## src/rtl/serial_shift_unit.sv

```systemverilog
// Bit-serial lsl/lsr/asr unit: one bit of shift per clock, with valid/ready handshakes on
// the request and result sides and a synchronous kill for pipeline flushes.
module serial_shift_unit #(
    parameter int WIDTH = 32
) (
    input  logic                     clk,
    input  logic                     rst,
    input  logic                     in_valid,
    output logic                     in_ready,
    input  logic [1:0]               shift_type,
    input  logic [WIDTH-1:0]         operand,
    input  logic [$clog2(WIDTH)-1:0] amount,
    input  logic                     kill,
    output logic                     out_valid,
    input  logic                     out_ready,
    output logic [WIDTH-1:0]         result,
    output logic                     illegal
);
    localparam int AW = $clog2(WIDTH);

    localparam logic [1:0] TYPE_LSL = 2'b00;
    localparam logic [1:0] TYPE_LSR = 2'b01;
    localparam logic [1:0] TYPE_ILL = 2'b10;

    typedef enum logic [1:0] {
        IDLE  = 2'd0,
        SHIFT = 2'd1,
        DONE  = 2'd2
    } state_t;

    state_t           state_reg;
    logic [1:0]       type_reg;
    logic [AW-1:0]    count_reg;
    logic [WIDTH-1:0] result_reg;
    logic             illegal_reg;
    logic             in_ready_reg;
    logic             out_valid_reg;

    logic [WIDTH-1:0] step_next;
    logic             req_illegal;

    assign req_illegal = (shift_type == TYPE_ILL);

    // One-bit step of the held value according to the latched shift type.
    always_comb begin
        step_next = result_reg;
        case (type_reg)
            TYPE_LSL: step_next = {result_reg[WIDTH-2:0], 1'b0};
            TYPE_LSR: step_next = {1'b0, result_reg[WIDTH-1:1]};
            default:  step_next = {result_reg[WIDTH-1], result_reg[WIDTH-1:1]};
        endcase
    end

    always_ff @(posedge clk or posedge rst) begin
        if (rst) begin
            state_reg     <= IDLE;
            type_reg      <= TYPE_LSL;
            count_reg     <= '0;
            result_reg    <= '0;
            illegal_reg   <= 1'b0;
            in_ready_reg  <= 1'b1;
            out_valid_reg <= 1'b0;
        end else if (kill) begin
            // Flush wins over everything; in IDLE this simply blocks acceptance.
            state_reg     <= IDLE;
            illegal_reg   <= 1'b0;
            in_ready_reg  <= 1'b1;
            out_valid_reg <= 1'b0;
        end else begin
            case (state_reg)
                IDLE: begin
                    if (in_valid) begin
                        type_reg     <= shift_type;
                        count_reg    <= amount;
                        illegal_reg  <= req_illegal;
                        in_ready_reg <= 1'b0;
                        if (req_illegal) begin
                            result_reg    <= '0;
                            state_reg     <= DONE;
                            out_valid_reg <= 1'b1;
                        end else if (amount == '0) begin
                            result_reg    <= operand;
                            state_reg     <= DONE;
                            out_valid_reg <= 1'b1;
                        end else begin
                            result_reg <= operand;
                            state_reg  <= SHIFT;
                        end
                    end
                end
                SHIFT: begin
                    result_reg <= step_next;
                    count_reg  <= count_reg - 1'b1;
                    if (count_reg == AW'(1)) begin
                        state_reg     <= DONE;
                        out_valid_reg <= 1'b1;
                    end
                end
                DONE: begin
                    if (out_ready) begin
                        state_reg     <= IDLE;
                        out_valid_reg <= 1'b0;
                        in_ready_reg  <= 1'b1;
                    end
                end
                default: begin
                    state_reg     <= IDLE;
                    in_ready_reg  <= 1'b1;
                    out_valid_reg <= 1'b0;
                end
            endcase
        end
    end

    assign in_ready  = in_ready_reg;
    assign out_valid = out_valid_reg;
    assign result    = result_reg;
    assign illegal   = illegal_reg;

endmodule

```

## config.mk

```make
export PLATFORM = sky130hd
export DESIGN_NAME = serial_shift_unit
export DESIGN_NICKNAME = d
export VERILOG_FILES = /design/src/rtl/serial_shift_unit.sv
export SDC_FILE = /design/constraint.sdc
export NUM_CORES = 1
export LEC_CHECK = 0
export ABC_CLOCK_PERIOD_IN_PS = 1500
export CORE_ASPECT_RATIO = 1.4
export CORE_UTILIZATION = 38
export CTS_CLUSTER_DIAMETER = 40
export CTS_CLUSTER_SIZE = 10
export DETAILED_ROUTE_END_ITERATION = 6
export GPL_TIMING_DRIVEN = 0
export PLACE_DENSITY = 0.67
export RECOVER_POWER = 50
export SLEW_MARGIN = 20
export SYNTH_ARGS = -nofsm -noshare
export SYNTH_HDL_FRONTEND = slang
export SYNTH_SLANG_ARGS = --single-unit
export TNS_END_PERCENT = 50
```

## constraint.sdc

```tcl
create_clock -name clk -period 1.5 [get_ports clk]
set_input_delay 0.225 -clock clk [delete_from_list [all_inputs] [get_ports clk]]
set_output_delay 0.225 -clock clk [all_outputs]
set_load 0.01 [all_outputs]
```

== Word-level counts from Yosys, hierarchy flattened ==
Index checks and enable logic that the tools add are counted.
Storage, ports and cells
  word-level logic and storage cells: 62
  bits in registers: 44
Operators by class
  eq/ne operators: 12
  bitwise gates (word level): 1
  multiplexer cells: 27
  reductions and logical operators: 13
  add/subtract/negate cells: 1
Operators with widths (number)
  $pmux W32 S2: 2
  $mux W32: 2
  $mux W1: 12
  $mux W2: 6
  $reduce_and A3 Y1: 4
  $pmux W5 S2: 1
  $ne A3 B3 Y1 const B: 3
  $reduce_and A4 Y1: 2
  $pmux W1 S3: 2
  $pmux W2 S3: 1
  $reduce_bool A2 Y1: 3
  $eq A5 B1 Y1 const B: 1
  $logic_not A5 Y1: 1
  $mux W5: 1
  $sub A5 B1 Y5 const B: 1
  $eq A2 B1 Y1 const B: 2
  $eq A2 B2 Y1 const B: 2
  $logic_not A2 Y1: 2
  $ne A2 B2 Y1 const B: 2
  $ne A4 B4 Y1 const B: 1
  $ne A3 B1 Y1 const B: 1
  $reduce_and A2 Y1: 1
  $not A1 Y1: 1

== Longest topological paths before layout ==
Gate-level depths: netlist (run 1).
  depth in word-level cells: 6
  depth in mapped cells: 7
  mapped depth without buffers: 6

== Least setup slack after synthesis (run 1) ==
Ideal clock, no wire load.
  path kind: register to register
  start point: reg type_reg[1]
  end point: reg result_reg[10], in the netlist result[10]
  period minus slack after synthesis: 1.380 ns
  slack: 0.120 ns
  cell stages (with the launch flop): 6
  arrival time: 1.248 ns
  data required time: 1.368 ns
  path through: dfrtp_1 > nor2_4 > buf_4 > mux2_2 > a22oi_1 > o21ai_1
On the way
  cells in the longest elaborated chain, start to end: 3
  elaborated cells between the ends (all ways): 4
  classes of those cells: eq/ne (1); mux (2); reduce/logical (1)
RTL lines
  from (decl): RTL line 32  | logic [1:0] type_reg;
  from (signal assigned): RTL line 73  | type_reg <= shift_type;
  $eq A2 B1 Y1 or $logic_not A2 Y1 (tied branches): RTL line 47  | case (type_reg)
  $pmux W32 S2 *: RTL line 47
  $pmux W32 S2 *: RTL line 70  | case (state_reg)
  to (signal assigned): RTL line 82  | result_reg <= operand;
  to (signal assigned): RTL line 86  | result_reg <= operand;
  to (signal assigned): RTL line 92  | result_reg <= step_next;
  to (decl): RTL line 34  | logic [WIDTH-1:0] result_reg;
Mark *: on every way between the ends. The rest lies on a longest branch, timed or not.
A chain may end at the register's enable or synchronous reset.

== Final worst setup path (run 1) ==
  start point: reg type_reg[1]
  end point: reg result_reg[3], in the netlist result[3]
Same word-level chain as after synthesis.

==> impl_metrics.toml, run 1 <==
[status]
outcome = "finished, violations left"
violations = "design-rule violations"

[detailed_routing]
dr.first_iter.drc_count = 120
drtAntennaViolNets = 0
overall_via_count_from_detail_route = 2355
vias_per_inst = 5.53
detail_route.drc_violations = 1
routed_wl_um = 7290
wl_per_cell_um = 17.1
detailedRoute.firstPassIterationCount = 6

[power]
power_switching_share = 0.389
power_per_cell_area_mw_per_mm2 = 1980
share_clk_of_total_power = 0.121
static-leakage-power_nw = 1.99
p_int_mw = 4.88
comb_pwr_share = 0.604
max-vdd-ir-drop_v = 0.000981
power_frac_seq = 0.275
p_sw_mw = 3.11

[worst_setup_path]
worst_ep_required_time_ns = 1.68
worst_path_bufs_invs = 2
crit_type = "flop to flop"
crit_family = "flip-flops"
rr_worst_depth = 6
arrival_ns = 1.68
register_to_register_setup_slack_ns = 0.003
critical_path.cell_chain = "nor2_4 > buf_12 > clkbuf_16 > mux2_2 > a22oi_2 > o21ai_1"
crit_path_max_incr_delay_ns = 0.43
end_kind = "flop"
slowest_stage = "sky130_fd_sc_hd__dfrtp_1"
crit_path_max_fanout = 6
crit_path_start_kind = "flop"
worstSetupStartpoint = "type_reg[1]"
r2r-start = "type_reg[1]"
reg2reg_to = "result[3]"

[clock_tree]
cts_num_sinks = 44
tritoncts_clock_tree = "done"
clkLatencyLatePin_ns = 0.30
ctsRootBufferMaster = "sky130_fd_sc_hd__clkbuf_8"
cts-buffers-inserted = 5
clock_tree_buffer_depth = 2
path_clk_slew_ns = 0.09
h-tree-depth = 2

[synth]
warnings_synthesis = 0
syn-num-nets = 299
ys.flop_type = "sky130_fd_sc_hd__dfrtp_1"
mapped_avg_cell_area_um2 = 10.1
post-synth-top-count-cell = "sky130_fd_sc_hd__dfrtp_1"
synthArstFlopShare = 1.00
synth_sequential_area_ratio = 0.430
ys_top_cells_by_count = "sky130_fd_sc_hd__dfrtp_1 (43), sky130_fd_sc_hd__nand2_1 (33), sky130_fd_sc_hd__a22oi_1 (32), sky130_fd_sc_hd__mux2_2 (32), sky130_fd_sc_hd__o21ai_1 (29)"
synth_top_cell_area_share = 0.419
synth_top_area_cells = "sky130_fd_sc_hd__dfrtp_1 (42%), sky130_fd_sc_hd__mux2_2 (14%), sky130_fd_sc_hd__a22oi_1 (9.4%)"
number_of_flops_mapped_to_enable_cells_by_yosys = 0
synth-seq-cells = 44
yosys.area.top_type = "sky130_fd_sc_hd__dfrtp_1"
synth_cells = 253
synth.cell_area_mm2 = 0.00257
netlist-cell-type-count = 39

[die]
pin_count = 79
chipHeight_um = 99.2
die-width_um = 71.5
std_cell_rows = 35
die_area_mm2 = 0.00709
initial_core_util = 0.391
core_mm2 = 0.00657

[final_layout]
final_core_utilization = 0.614
area_growth_syn_to_layout_pct = 57.1
antenna_cells = 0
largest_reg_flops = 32
instances_no_fill = 426
fin_nets = 397
drive_gt1_frac = 0.332
fin_area_mm2 = 0.00403

[global_routing]
grt_max_degree = 27
grtUsageTotal = 0.191
grt_pass1_vias = 2196
first_pass_grt_wire_length_um = 10700
grt_overflow = 0
antenna_found_initial = 0

[sta]
clock_tree_skew_after_final_layout_ns = 0.0147
slew_worst_pin_ns = 1.12
post-route-min-period_ns = 1.50
worst_slew_margin_rel = 0.249
slew_violations = 0
grt_setup_unrepaired = "true"
hold_viol = 0
setup-tns-final_ns = 0
fin_crit_sh = 0.998
min_setup_slack_post_route_ns = 0.00271
setup_violators_final = 0
fmaxAchievable_mhz = 668

[hold_path]
holdPathStages = 2
holdCritPathClass = "input port to flop"
worst_hold_startpoint = "kill"
min_to = "illegal"

[place]
port_buffers = 78
routabilityCongestion = 0.756
post-place-cells = 406
dp_hpwl_um = 4910
post_dp_cell_area_mm2 = 0.00347
placement.setup.worst_slack_ns = -0.349

[job]
max_cap_viol_count = 0
==> logic make-up (layout without fill, tap and decap cells) <==
group,Yosys count,after routing,synth area share
AO/OA/AOI/OAI,87,88,0.217
adder cells (fa/ha/maj),2,2,0.00975
buffers and inverters,24,122,0.0658
flip-flops,44,44,0.430
multiplexers,35,35,0.154
AND/OR/NAND/NOR,61,61,0.123
==> how the worst max path moves through the flow <==
| stage | slack, ns | depth (start not counted) | endpoint |
|---|---|---|---|
| 3_5_place_dp | -0.35 | 6 | result[23] |
| 2_1_floorplan | 0.12 | 5 | result[10] |
| 5_1_grt | -0.04 | 6 | result[5] |
| 3_3_place_gp | -0.73 | 2 | result[20] |
| 6_report | 0.003 | 6 | result[3] |
| 4_1_cts | -0.03 | 5 | result[14] |
==> repair_timing <==
| item | CTS | global route |
|---|---|---|
| hold endpoints to repair | 0 | 0 |
| gates resized for setup | 11 | 82 |
| hold buffers | 0 | 0 |
| pin swaps | 1 | 13 |
| gates cloned | 0 | 3 |
| setup buffers | 1 | 8 |
| endpoints found under the setup margin | 38 | 59 |
==> placed cells by master, fill, tap and decap left out, types with 6 or more instances in the layout <==
| cell type | Yosys | layout |
|---|---|---|
| sky130_fd_sc_hd__clkdlybuf4s50_1 | 0 | 47 |
| sky130_fd_sc_hd__dfrtp_1 | 43 | 42 |
| sky130_fd_sc_hd__nand2_1 | 33 | 33 |
| sky130_fd_sc_hd__o21ai_1 | 29 | 31 |
| sky130_fd_sc_hd__a22oi_2 | 0 | 28 |
| sky130_fd_sc_hd__dlymetal6s2s_1 | 0 | 25 |
| sky130_fd_sc_hd__mux2_2 | 32 | 20 |
| sky130_fd_sc_hd__mux2_4 | 1 | 13 |
| sky130_fd_sc_hd__nor2_1 | 11 | 11 |
| sky130_fd_sc_hd__buf_4 | 4 | 10 |
| sky130_fd_sc_hd__o21ai_0 | 10 | 8 |
| sky130_fd_sc_hd__a21oi_1 | 7 | 7 |
| sky130_fd_sc_hd__clkbuf_8 | 0 | 6 |
| sky130_fd_sc_hd__dlygate4sd2_1 | 0 | 6 |
==> metal layers <==
layer | GRT usage | wire length [um] | part of all wire | vias to the layer above
met1 | 0.244 | 3070 | 0.42 | 1163
li1 | - | - | - | 1119
met3 | 0.0243 | 265 | 0.036 | 8
met2 | 0.332 | 3830 | 0.53 | 65
met4 | 0.0649 | 116 | 0.016 | 0
met5 | 0 | 0 | 0 | -
==> stage by stage <==
step / hold WS (ns) / total power, mW
after floorplan: 0.288 / 4.62
after global placement: 0.478 / 5.98
after detailed placement: 0.486 / 6.07
after CTS: 0.345 / 7.03
after global routing: 0.370 / 8.48
final: 0.359 / 7.98
==> power groups by stage <==
stage	Combinational, mW	Sequential, mW	Clock [mW]
after detailed placement	3.87	2.20	0
final	4.82	2.20	0.969
after CTS	3.88	2.17	0.984
after floorplan	2.38	2.24	0
after global routing	5.18	2.28	1.03
after global placement	3.80	2.19	0
==> area by class of cell <==
type / count / area [um^2]
fill: 554 / 2540
multi-input combinational: 186 / 1520
sequential: 44 / 1100
timing repair buffer: 90 / 993
buffer: 20 / 189
tap: 74 / 92.6
clock buffer: 6 / 82.6
clock inverter: 2 / 38.8
inverter: 4 / 15.0
Note: power is estimated with default switching activity, not from simulation.
==> run 2, diff against run 1 <==
- CTS_CLUSTER_SIZE: 10 -> 24
==> results of run 2 <==
Final layout, timing and power as in run 1 (identical DEF).
==> run 3, diff against run 2 <==
- MAX_ROUTING_LAYER: unset -> met4
==> run 3 against run 2 <==
Compared with the run above:
- the run still ends with design-rule violations left
- clock power fell by 0.6%
- critical endpoint is now result[26]
- clock skew fell by 0.0018 ns
- critical path depth did not move
- register-to-register slack barely moved
- count of clock-buffer cells in the layout did not move
==> impl_metrics.toml, run 3 (synthesized netlist as in run 1, its figures left out) <==
[status]
outcome = "finished, violations left"
violations = "design-rule violations"

[worst_setup_path]
arrival_ns = 1.68
r2r-start = "type_reg[1]"
reg2reg_to = "result[26]"
crit_type = "flop to flop"
rr_worst_depth = 6
crit_path_start_kind = "flop"
critical_path.cell_chain = "nor2_4 > buf_12 > clkbuf_16 > mux2_2 > a22oi_2 > o21ai_1"
slowest_stage = "sky130_fd_sc_hd__dfrtp_1"
register_to_register_setup_slack_ns = 0.005
worst_ep_required_time_ns = 1.68
end_kind = "flop"
crit_path_max_incr_delay_ns = 0.42
crit_path_max_fanout = 6

[sta]
min_setup_slack_post_route_ns = 0.00499
fmaxAchievable_mhz = 669
fin_crit_sh = 0.997
setup-tns-final_ns = 0
grt_setup_unrepaired = "true"
slew_violations = 0
post-route-min-period_ns = 1.50
final_layout_worst_hold_slack_ns = 0.358
clock_tree_skew_after_final_layout_ns = 0.0129
worst_slew_margin_rel = 0.262
hold_viol = 0
setup_violators_final = 0
slew_worst_pin_ns = 1.11

[global_routing]
antenna_found_initial = 0
grtUsageTotal = 0.197
grt_overflow = 0
grt_pass1_vias = 2190
grt_max_degree = 27
first_pass_grt_wire_length_um = 10800

[power]
max-vdd-ir-drop_v = 0.000968
static-leakage-power_nw = 1.98
power_per_cell_area_mw_per_mm2 = 1980

[clock_tree]
ctsRootBufferMaster = "sky130_fd_sc_hd__clkbuf_8"
cts_num_sinks = 44
tritoncts_clock_tree = "done"
clkLatencyLatePin_ns = 0.30
cts-buffers-inserted = 5
clock_tree_buffer_depth = 2
path_clk_slew_ns = 0.08
h-tree-depth = 2

[final_layout]
mostFrequentLayoutCells = "sky130_fd_sc_hd__clkdlybuf4s50_1 (48), sky130_fd_sc_hd__dfrtp_1 (42), sky130_fd_sc_hd__nand2_1 (33)"
fin_nets = 398
largest_reg_flops = 32
drive_gt1_frac = 0.334
area_growth_syn_to_layout_pct = 57.1
instances_no_fill = 427
final_core_utilization = 0.614
mostFrequentLayoutCell = "sky130_fd_sc_hd__clkdlybuf4s50_1"
antenna_cells = 0

[place]
port_buffers = 78
dp_hpwl_um = 4910
placement.setup.worst_slack_ns = -0.349
routabilityCongestion = 0.766
post-place-cells = 406

[detailed_routing]
overall_via_count_from_detail_route = 2367
dr.first_iter.drc_count = 150
routed_wl_um = 7270
vias_per_inst = 5.54
wl_per_cell_um = 17.0
detailedRoute.firstPassIterationCount = 7
detail_route.drc_violations = 1
drtAntennaViolNets = 0

[hold_path]
holdPathStages = 2
worst_hold_startpoint = "kill"
min_to = "illegal"
holdCritPathClass = "input port to flop"

[die]
die_area_mm2 = 0.00709
pin_count = 79
std_cell_rows = 35
core_mm2 = 0.00657
initial_core_util = 0.391
die-width_um = 71.5
chipHeight_um = 99.2

[job]
max_cap_viol_count = 0
[run 3: cell count changes in the layout (fill, tap and decap cells not counted), sizes merged]
cell,previous run,this run
dlymetal6s2s,25,24
clkdlybuf4s50,47,48
buf,25,26
[run 3: stage by stage]
stage / cell area (um^2) / power [mW]
after floorplan: 2570 / 4.62
after global placement: 3440 / 5.98
after detailed placement: 3470 / 6.07
after CTS: 3600 / 7.03
after global routing: 4030 / 8.49
final: 4030 / 7.98
[run 3: area by class of cell]
cell class | count | area [um^2]
plain buffers | 20 | 189
clock buffers | 6 | 82.6
clock inverters | 2 | 38.8
fillers | 556 | 2540
inverters | 4 | 15.0
multi-input cells | 186 | 1510
flip-flops and latches | 44 | 1100
well taps | 74 | 92.6
repair buffers | 91 | 998
[run 3: power by group]
group          switching (mW)  total [mW]  internal (mW)
sequential              0.515        2.20           1.68
combinational            2.17        4.82           2.65
clock                   0.418       0.963          0.545
total                    3.10        7.98           4.88
[run 3: critical path: cells and delay by family (launching register included)]
family                 cells  cell delay (ns)
AOI/OAI and AO/OA          2             0.19
buffers and inverters      2             0.29
DFF                        1             0.42
muxes                      1             0.34
and+or+nand+nor            1             0.14
[run 3: per-layer routing]
metal	wire length, um	vias up	track usage
li1	-	1121	-
met1	3080	1160	0.245
met2	3780	78	0.333
met3	291	8	0.0243
met4	117	0	0.0649
met5	0	-	-
[run 3: how the worst max path moves through the flow]
| stage | startpoint | end | slack (ns) | depth (start not counted) |
|---|---|---|---|---|
| global route | type_reg[1] | result[5] | -0.05 | 6 |
| CTS | type_reg[1] | result[14] | -0.03 | 5 |
| floorplan | type_reg[1] | result[10] | 0.12 | 5 |
| detailed placement | kill | result[23] | -0.35 | 6 |
| global placement | rst | result[20] | -0.73 | 2 |
| finish | type_reg[1] | result[26] | 0.005 | 6 |
[run 3: what timing repair did]
item | 4_1_cts | 5_1_grt
pin swaps | 1 | 13
setup endpoints to repair | 38 | 59
setup buffers | 1 | 9
gates resized for setup | 11 | 80
hold endpoints to repair | 0 | 0
cloned | 0 | 3
hold buffers | 0 | 0
